<file path="config.mk">
export PLATFORM = sky130hd
export DESIGN_NAME = ms_wdog
export DESIGN_NICKNAME = d
export VERILOG_FILES = /design/src/rtl/ms_wdog_pkg.sv /design/src/rtl/ms_wdog.sv
export SDC_FILE = /design/constraint.sdc
export NUM_CORES = 1
export LEC_CHECK = 0
export CAP_MARGIN = 20
export CORE_MARGIN = 3
export CORE_UTILIZATION = 42
export CTS_BUF_LIST = sky130_fd_sc_hd__clkbuf_4
export CTS_CLUSTER_DIAMETER = 100
export DETAILED_ROUTE_END_ITERATION = 10
export PLACE_DENSITY = 0.95
export SKIP_LAST_GASP = 1
export SLEW_MARGIN = 10
export SYNTH_ARGS = -nofsm -noshare
export SYNTH_HDL_FRONTEND = slang
export SYNTH_SLANG_ARGS = --single-unit
export TNS_END_PERCENT = 100
</file>
<file path="constraint.sdc">
create_clock -name clk -period 3.94 [get_ports clk]
set_input_delay 0.394 -clock clk [delete_from_list [all_inputs] [get_ports clk]]
set_output_delay 0.394 -clock clk [all_outputs]
set_load 0.03 [all_outputs]
</file>
<file path="src/rtl/ms_wdog_pkg.sv">
// ms_wdog shared definitions: FSM state encoding and status-word
// bit positions used by the watchdog and its register view.
package ms_wdog_pkg;

    typedef enum logic [1:0] {
        IDLE    = 2'd0,
        RUN     = 2'd1,
        EXPIRED = 2'd2
    } state_e;

    localparam int EN_BIT  = 31;
    localparam int EXP_BIT = 30;
    localparam int FC_HI   = 29;
    localparam int FC_LO   = 22;

endpackage

</file>
<file path="src/rtl/ms_wdog.sv">
// ms_wdog: millisecond watchdog. A write of {enable, timeout} arms the
// counter, each ms_tick decrements it while running, and running out
// raises a registered one-cycle trig pulse plus a level expired flag.
// Ports: clk, rst (sync, active-high), ms_tick, wr, data_in[31:0],
//        data_out[31:0] (status), trig, expired.
// Option: MS_WDOG_FIRECNT_EN adds a saturating 8-bit fire counter in
//         data_out[29:22], cleared only by rst (needs CNT_W <= 22).
module ms_wdog
    import ms_wdog_pkg::*;
#(
    parameter int CNT_W = 16
) (
    input  logic        clk,
    input  logic        rst,
    input  logic        ms_tick,
    input  logic        wr,
    input  logic [31:0] data_in,
    output logic [31:0] data_out,
    output logic        trig,
    output logic        expired
);

    state_e             state_q, state_d;
    logic [CNT_W-1:0]   count_q, count_d;
    logic               trig_q, trig_d;
    logic               run_tick;

    // Timeout bits above the counter width and below bit 31 are don't-care.
    logic unused_data_in;
    assign unused_data_in = ^data_in[30:CNT_W];

    assign run_tick = ms_tick && (state_q == RUN);

    always_ff @(posedge clk) begin
        if (rst) begin
            state_q <= IDLE;
            count_q <= '0;
            trig_q  <= 1'b0;
        end else begin
            state_q <= state_d;
            count_q <= count_d;
            trig_q  <= trig_d;
        end
    end

    // A write always takes precedence over a coincident tick, so a kick
    // in the same cycle as the final tick never produces trig.
    always_comb begin
        state_d = state_q;
        count_d = count_q;
        trig_d  = 1'b0;
        priority case (1'b1)
            wr && data_in[EN_BIT]: begin
                state_d = RUN;
                count_d = data_in[CNT_W-1:0];
            end
            wr: begin
                state_d = IDLE;
                count_d = '0;
            end
            run_tick && (count_q > CNT_W'(1)): begin
                count_d = count_q - CNT_W'(1);
            end
            run_tick: begin
                count_d = '0;
                state_d = EXPIRED;
                trig_d  = 1'b1;
            end
            default: ;
        endcase
    end

    assign trig    = trig_q;
    assign expired = (state_q == EXPIRED);

`ifdef MS_WDOG_FIRECNT_EN
    logic [7:0] fire_q;

    // trig_d is high exactly on the RUN -> EXPIRED transition.
    always_ff @(posedge clk) begin
        if (rst) begin
            fire_q <= '0;
        end else if (trig_d && (fire_q != 8'hFF)) begin
            fire_q <= fire_q + 8'd1;
        end
    end
`endif

    always_comb begin
        data_out              = '0;
        data_out[CNT_W-1:0]   = count_q;
`ifdef MS_WDOG_FIRECNT_EN
        data_out[FC_HI:FC_LO] = fire_q;
`endif
        data_out[EN_BIT]      = (state_q == RUN);
        data_out[EXP_BIT]     = expired;
    end

endmodule

</file>
==> results of run 1 <==
-- Yosys cell counts (2+ instances only) --
library cell,instances,area [um^2]
xnor2_1,4,35.0
ha_1,2,25.0
a211oi_1,2,15.0
a222oi_1,2,20.0
o31a_1,2,17.5
a22oi_1,3,22.5
nand3_1,2,10.0
o311ai_0,2,17.5
xor2_1,3,26.3
nor3_1,6,30.0
a21oi_1,5,25.0
buf_4,15,113
a221oi_1,3,26.3
inv_1,6,22.5
clkbuf_1,4,15.0
dfxtp_1,19,380
o21ai_0,11,55.1
or4_1,3,22.5
nor2_1,13,48.8
nand2_1,16,60.1
nor4_1,4,25.0
-- cells by family after synthesis --
family                   share of synthesized area
adder cells (fa/ha/maj)                     0.0208
buffers and inverters                        0.129
AND/OR/NAND/NOR                              0.265
flip-flops                                   0.316
XOR/XNOR                                    0.0509
AO/OA/AOI/OAI                                0.206
multiplexers                               0.00935
other                                      0.00312
-- path summary, 6_finish.rpt --
kind / to / start / cells after the start / slack [ps]
worst max-delay path: count_q[14] / count_q[4] / 5 / 1710
worst min-delay path: state_q[0] / state_q[0] / 2 / 520
worst max register to register: count_q[14] / count_q[4] / 5 / 1710
worst min register to register: state_q[0] / state_q[0] / 2 / 520
-- sequential cells by signal, summed over array words and instances, names as in the netlist --
| signal | cells |
|---|---|
| count_q | 16 |
| state_q | 2 |
| trig | 1 |
-- power by group through the flow --
stage               combinational (uW)  sequential [uW]  clock [uW]
finish                             168              217         111
global route                       183              220         118
CTS                                167              217         111
detailed placement                 166              221           0
global placement                   164              221           0
floorplan                          103              237           0
-- worst max-delay path, delay by kind of cell (launching register included) --
| family | cells | cell delay (ps) |
|---|---|---|
| AND/OR/NAND/NOR | 4 | 1540 |
| flip-flops | 1 | 420 |
| AO/OA/AOI/OAI | 1 | 150 |
-- area by class of cell --
class                           count  area, um^2
Fill cell                         231        1000
Multi-Input combinational cell    118         717
Timing Repair Buffer               40         400
Sequential cell                    19         380
Tap cell                           30        37.5
Clock buffer                        4        30.0
Inverter                            6        22.5
-- layer usage --
layer  track usage  share of wire  vias up
met5             0              0        -
met4        0.0348         0.0032        0
met3        0.0479           0.10        2
met2         0.290           0.46       61
met1         0.252           0.44      556
li1              -              -      599
-- stage by stage --
stage                     hold slack [ps]  cell area (um^2)
final                                 522              1590
after global routing                  562              1590
after CTS                             520              1590
after detailed placement              501              1560
after global placement                492              1560
after floorplan                       469              1250
==> results.py, run 1 <==
metrics = {
    "clocking": {
        "cts_buffers": 3,
        "holdBufCountCts": 0,
        "cts-resized-gates": 0,
        "cts_setup_buffers": 0,
        "cts_tree": "yes",
        "clkTransAtPathRegs_ps": 110,
        "clock-root-buffer": "clkbuf_4",
        "cts_sinks": 19,
        "cts_buffer_depth": 2,
        "clk_latency_ps": 310,
        "h-tree-depth": 1,
    },
    "logic_synthesis": {
        "synth-edff-count": 0,
        "yosys_warnings": 0,
        "syn_inst": 150,
        "syn_area_um2": 1200,
        "synthArstFlopShare": 0,
        "ys_seq_elements": 19,
        "synth_top_flop_cell": "dfxtp_1",
        "seq_area_frac_synth": 0.316,
        "ys_types": 44,
        "syn_area_per_cell_um2": 8.02,
    },
    "power_and_ir_drop": {
        "peakVddDrop_v": 0.000220,
        "p_seq_frac": 0.438,
        "power_switching_uw": 179,
        "combPwrFrac": 0.338,
        "p_int_uw": 317,
        "p_sw_frac": 0.360,
        "power_density_nw_per_um2": 312,
        "p_leak_uw": 0.000597,
        "total_power_uw": 496,
        "clkPwrFrac": 0.224,
    },
    "layout": {
        "drive_gt1_frac": 0.0588,
        "fin_util": 0.613,
        "layout_commonest_cell": "clkdlybuf4s50_1",
        "final_cell_mix": "40 x clkdlybuf4s50_1, 19 x dfxtp_1, 16 x nand2_1",
        "diodes": 0,
        "final_nets": 226,
        "syn2layout_area_growth_pct": 31.9,
        "fin_cells": 217,
    },
    "floorplanning": {
        "rows": 18,
        "start_util": 0.465,
        "die_h_um": 59.5,
        "die_area_um2": 3540,
        "ioPinCount": 70,
        "die_w_um": 59.5,
        "core_um2": 2590,
    },
    "grt": {
        "grt_pass1_vias": 1089,
        "antenna_found_initial": 0,
        "grt_start_max_net_pins": 17,
        "grt_util_all_layers": 0.183,
        "gr-total-overflow": 0,
        "grt_pass1_wl_um": 5040,
    },
    "worst_setup_path": {
        "path_cells": "nor4_1, nand4_1, nor4_2, or3_1, o21ai_0",
        "endpoint_kind": "flop",
        "cp-start-kind": "flop",
        "required_ps": 4130,
        "crit_arrival_ps": 2420,
        "crit_type": "reg -> reg",
        "slowest_stage": "nor4_1",
        "max_stage_delay_ps": 480,
        "crit_fanout": 10,
    },
    "timing": {
        "slew_viol_final": 0,
        "relSlewSlack": 0.486,
        "setup_violations": 0,
        "setup_tns_ps": 0,
        "fin_ws_ps": 1710,
        "fin_worst_skew_ps": 8.47,
        "worstMarginPinSlew_ps": 769,
        "fmaxAchievable_mhz": 448,
        "rsz0062_at_grt": "false",
        "hold_viol": 0,
        "fin_crit_sh": 0.567,
        "fin_crit_ps": 2230,
    },
    "routing": {
        "drc_errors": 0,
        "dr.first_iter.drc_count": 64,
        "antenna_left": 0,
        "drt-total-wl_um": 3100,
        "via_per_inst": 5.61,
        "vias": 1218,
        "first_pass_iters": 4,
        "routedWlPerCell_um": 14.3,
    },
    "placement": {
        "place.gp.congestion": 0.868,
        "placed_cells": 213,
        "pre_cts_ws_ps": 1640,
        "port_buffers": 40,
        "dp_hpwl_um": 2300,
    },
    "status": {
        "outcome": "complete, no violations",
    },
    "flow_run": {
        "maxCapViolCount": 0,
    },
    "hold_path": {
        "hold_class": "reg -> reg",
    },
}
No activity file was read; power rests on OpenSTA's default activity.
==> run 2, diff against run 1 <==
Settings changed: CORE_UTILIZATION 42 to 35, PLACE_DENSITY 0.95 to 0.87.
Clock period 3.94 ns to 1.94 ns, I/O delays scaled along.
==> results.py, run 2 (synthesis gave the netlist of run 1 again) <==
metrics = {
    "grt": {
        "antenna_found_initial": 0,
        "grt_pass1_vias": 1257,
        "grt_start_max_net_pins": 14,
        "gr-total-overflow": 0,
        "grt_pass1_wl_um": 5620,
        "grt_util_all_layers": 0.168,
    },
    "power_and_ir_drop": {
        "peakVddDrop_v": 0.000336,
        "power_density_nw_per_um2": 603,
        "total_power_uw": 1110,
        "p_leak_uw": 0.000728,
    },
    "layout": {
        "largest_register_ffs": 16,
        "finalInstanceArea_um2": 1840,
        "layout_commonest_cell": "clkdlybuf4s50_1",
        "final_nets": 250,
        "nFillCells": 297,
        "multiInputGateArea_um2": 769,
        "fin_cells": 255,
        "top_register": "count_q",
        "syn2layout_area_growth_pct": 53.1,
        "seq_area_um2": 385,
        "diodes": 0,
        "drive_gt1_frac": 0.227,
        "final_cell_mix": "40 x clkdlybuf4s50_1, 24 x buf_4, 16 x nand2_1",
    },
    "routing": {
        "routedWlPerCell_um": 13.7,
        "dr.first_iter.drc_count": 90,
        "via_per_inst": 5.11,
        "first_pass_iters": 5,
        "antenna_left": 0,
        "drc_errors": 0,
        "vias": 1304,
        "drt-total-wl_um": 3490,
    },
    "timing": {
        "fmaxAchievable_mhz": 520,
        "slew_viol_final": 0,
        "fin_ws_ps": 17.7,
        "fin_crit_sh": 0.991,
        "fin_worst_skew_ps": 7.24,
        "rsz0062_at_grt": "true",
        "setup_tns_ps": 0,
        "relSlewSlack": 0.668,
        "worstMarginPinSlew_ps": 497,
        "hold_viol": 0,
        "setup_violations": 0,
        "fin_crit_ps": 1920,
    },
    "clocking": {
        "clock-root-buffer": "clkbuf_4",
        "cts_buffers": 3,
        "cts_sinks": 19,
        "clkTransAtPathRegs_ps": 110,
        "cts_tree": "yes",
        "h-tree-depth": 1,
        "clk_latency_ps": 300,
        "cts_buffer_depth": 2,
    },
    "placement": {
        "placed_cells": 249,
        "pre_cts_ws_ps": 7.52,
        "dp_hpwl_um": 2690,
        "place.gp.congestion": 0.874,
        "post_dp_cell_area_um2": 1750,
        "port_buffers": 40,
    },
    "floorplanning": {
        "die_area_um2": 4180,
        "core_um2": 3180,
        "die_w_um": 64.6,
        "rows": 20,
        "die_h_um": 64.6,
        "ioPinCount": 70,
        "start_util": 0.379,
    },
    "status": {
        "outcome": "complete, no violations",
    },
    "hold_path": {
        "hold_class": "in -> reg",
    },
    "flow_run": {
        "maxCapViolCount": 0,
    },
    "worst_setup_path": {
        "crit_type": "reg -> reg",
        "endpoint_kind": "flop",
        "crit_arrival_ps": 2120,
        "cp-start-kind": "flop",
        "crit_fanout": 6,
        "required_ps": 2140,
    },
}
## run 2: cell types whose count changed in the layout (fill, tap and decap cells not counted), moves of 2 or more
cell,change
nor3_2,+2
nor3_1,-2
buf_4,+24
dfxtp_1,-4
nor4_1,-2
dfxtp_2,+4
## run 2: worst max-delay path, stage by stage (launching register included)
cell and delay (ps):
dfxtp_2 370, inv_1 60, ha_2 170, or3b_4 400, nor3_2 120, mux2_2 340, a222oi_1 300, nor2_1 60
## run 2: metal layers
metal,GRT usage,vias up,share of wire
met5,0,-,0
met4,0.0422,0,0.0026
met3,0.0451,2,0.077
met2,0.282,64,0.50
met1,0.212,596,0.42
li1,-,642,-
## run 2: through the flow
step	utilization	hold slack, ps
2_1_floorplan	-	266
3_3_place_gp	0.552	485
3_5_place_dp	0.552	497
4_1_cts	0.562	433
5_1_grt	0.580	463
6_report	0.580	431
## run 2: path summary, 6_finish.rpt
path | startpoint | to | slack, ps | depth (start not counted)
max | count_q[0] | count_q[6] | 20 | 7
min | data_in[0] | count_q[0] | 430 | 3
max reg2reg | count_q[0] | count_q[6] | 20 | 7
min reg2reg | count_q[1] | count_q[1] | 510 | 2
## run 2: timing repair
action,4_1_cts,5_1_grt
hold buffers,0,0
pin swaps,0,2
endpoints found under the setup margin,1,13
resized for setup,2,7
setup buffers,0,2
## run 2: layout make-up
type | instances | area share
Multi-Input combinational cell | 118 | 0.418
Timing Repair Buffer | 64 | 0.315
Sequential cell | 19 | 0.209
Tap cell | 44 | 0.0299
Clock buffer | 4 | 0.0163
Inverter | 6 | 0.0122
## run 2: where the power goes
part | switching, uW | leakage, uW | total, uW | internal (uW)
logic | 243 | 0.000552 | 454 | 211
clock network | 128 | 0.0000184 | 222 | 94.2
registers | 23.4 | 0.000157 | 436 | 412
total | 394 | 0.000728 | 1110 | 718
==> run 3, diff against run 2 <==
Settings changed: CELL_PAD_IN_SITES_DETAIL_PLACEMENT set to 1, CELL_PAD_IN_SITES_GLOBAL_PLACEMENT set to 1, CORE_UTILIZATION 35 to 24.
==> results.py, run 3 (synthesis gave the netlist of run 1 again) <==
metrics = {
    "timing": {
        "slew_viol_final": 0,
        "fin_ws_ps": 7.65,
        "setup_violations": 0,
        "fmaxAchievable_mhz": 518,
        "rsz0062_at_grt": "true",
        "hold_viol": 0,
        "fin_crit_sh": 0.996,
        "fin_worst_skew_ps": 10.6,
        "fin_crit_ps": 1930,
    },
    "placement": {
        "post_dp_cell_area_um2": 1750,
        "port_buffers": 40,
        "pre_cts_ws_ps": -77.0,
        "place.gp.congestion": 0.847,
        "dp_hpwl_um": 3190,
    },
    "power_and_ir_drop": {
        "total_power_uw": 1100,
        "p_seq_frac": 0.400,
        "peakVddDrop_v": 0.000247,
        "clkPwrFrac": 0.194,
        "p_int_uw": 693,
        "p_leak_uw": 0.000717,
        "power_switching_uw": 404,
        "combPwrFrac": 0.406,
        "p_sw_frac": 0.368,
        "power_density_nw_per_um2": 592,
    },
    "routing": {
        "antenna_left": 0,
        "drt-total-wl_um": 4120,
        "first_pass_iters": 4,
        "routedWlPerCell_um": 15.0,
        "drc_errors": 0,
        "dr.first_iter.drc_count": 46,
        "via_per_inst": 4.79,
        "vias": 1318,
    },
    "worst_setup_path": {
        "r2r_slack_ps": 8,
        "crit_type": "reg -> reg",
        "critical_path.top_delay_family": "simple AND/OR/NAND/NOR gates",
        "critical_path_buf_inv_count": 1,
        "required_ps": 2140,
        "crit_fanout": 3,
        "crit_arrival_ps": 2130,
        "slowest_stage": "or3b_4",
        "max_stage_delay_ps": 400,
        "path_cells": "inv_2, ha_2, or3b_4, nor3_2, mux2_2, a222oi_1, nor2_1",
        "cp-start-kind": "flop",
        "endpoint_kind": "flop",
    },
    "status": {
        "outcome": "complete, no violations",
    },
    "floorplanning": {
        "start_util": 0.252,
        "die_area_um2": 5900,
        "die_h_um": 76.8,
        "ioPinCount": 70,
        "die_w_um": 76.8,
        "core_um2": 4790,
        "rows": 25,
    },
    "flow_run": {
        "maxCapViolCount": 0,
    },
    "layout": {
        "nFillCells": 564,
        "final_nets": 247,
        "finalInstanceArea_um2": 1850,
        "top_register": "count_q",
        "fin_util": 0.387,
        "syn2layout_area_growth_pct": 54.0,
        "final_cell_mix": "40 x clkdlybuf4s50_1, 21 x buf_4, 16 x nand2_1",
        "diodes": 0,
        "drive_gt1_frac": 0.226,
        "largest_register_ffs": 16,
        "layout_commonest_cell": "clkdlybuf4s50_1",
    },
    "clocking": {
        "holdBufCountCts": 0,
        "cts_buffers": 3,
        "cts_sinks": 19,
        "cts_tree": "yes",
        "h-tree-depth": 1,
        "clock-root-buffer": "clkbuf_4",
        "clk_latency_ps": 310,
        "clkTransAtPathRegs_ps": 120,
        "cts_buffer_depth": 2,
    },
    "grt": {
        "grt_pass1_wl_um": 6440,
        "gr-total-overflow": 0,
        "grt_pass1_vias": 1359,
        "grt_start_max_net_pins": 12,
        "grt_util_all_layers": 0.136,
        "antenna_found_initial": 0,
    },
    "hold_path": {
        "hold_class": "in -> reg",
    },
}
## run 3: final cells by class
cell class	instances	area, um^2	share of cell area
Clock buffer	3	22.5	0.0122
Sequential cell	19	387	0.209
Timing Repair Buffer	61	558	0.301
Tap cell	67	83.8	0.0452
Inverter	6	22.5	0.0122
Multi-Input combinational cell	118	774	0.418
Clock inverter	1	5.00	0.00270
## run 3: repair_timing
item / 4_1_cts / 5_1_grt
buffers inserted: 1 / 2
endpoints found under the setup margin: 10 / 16
gates resized for setup: 1 / 10
pin swaps: 3 / 6
## run 3: per-layer routing
metal  global-route usage  up-vias  wire length (um)
met4               0.0471        0                46
li1                     -      637                 -
met3               0.0246        6               253
met2                0.236       46              2090
met5                    0        -                 0
met1                0.168      629              1730
## run 3: final timing paths
path	start	endpoint	depth (start not counted)
worst min register to register	count_q[1]	count_q[1]	2
worst max-delay path	count_q[1]	count_q[6]	7
worst min-delay path	data_in[2]	count_q[2]	3
worst max register to register	count_q[1]	count_q[6]	7
## run 3: worst reg2reg max path, cell delays in order (launching register included)
cell	delay [ps]
dfxtp_2	350
inv_2	60
ha_2	170
or3b_4	400
nor3_2	130
mux2_2	350
a222oi_1	300
nor2_1	70
## run 3: stage by stage
stage / hold slack (ps) / setup TNS, ps / std cells
6_report: 418 / 0 / 275
5_1_grt: 422 / -142 / 275
4_1_cts: 416 / 0 / 273
3_5_place_dp: 514 / -451 / 268
3_3_place_gp: 493 / 0 / 268
2_1_floorplan: 266 / -20.7 / 163
## run 3: power groups by stage
| stage | clock network [uW] | registers (uW) | logic, uW |
|---|---|---|---|
| 2_1_floorplan | 0 | 484 | 212 |
| 3_3_place_gp | 0 | 442 | 401 |
| 3_5_place_dp | 0 | 444 | 411 |
| 4_1_cts | 222 | 436 | 421 |
| 5_1_grt | 237 | 442 | 482 |
| 6_report | 213 | 439 | 445 |
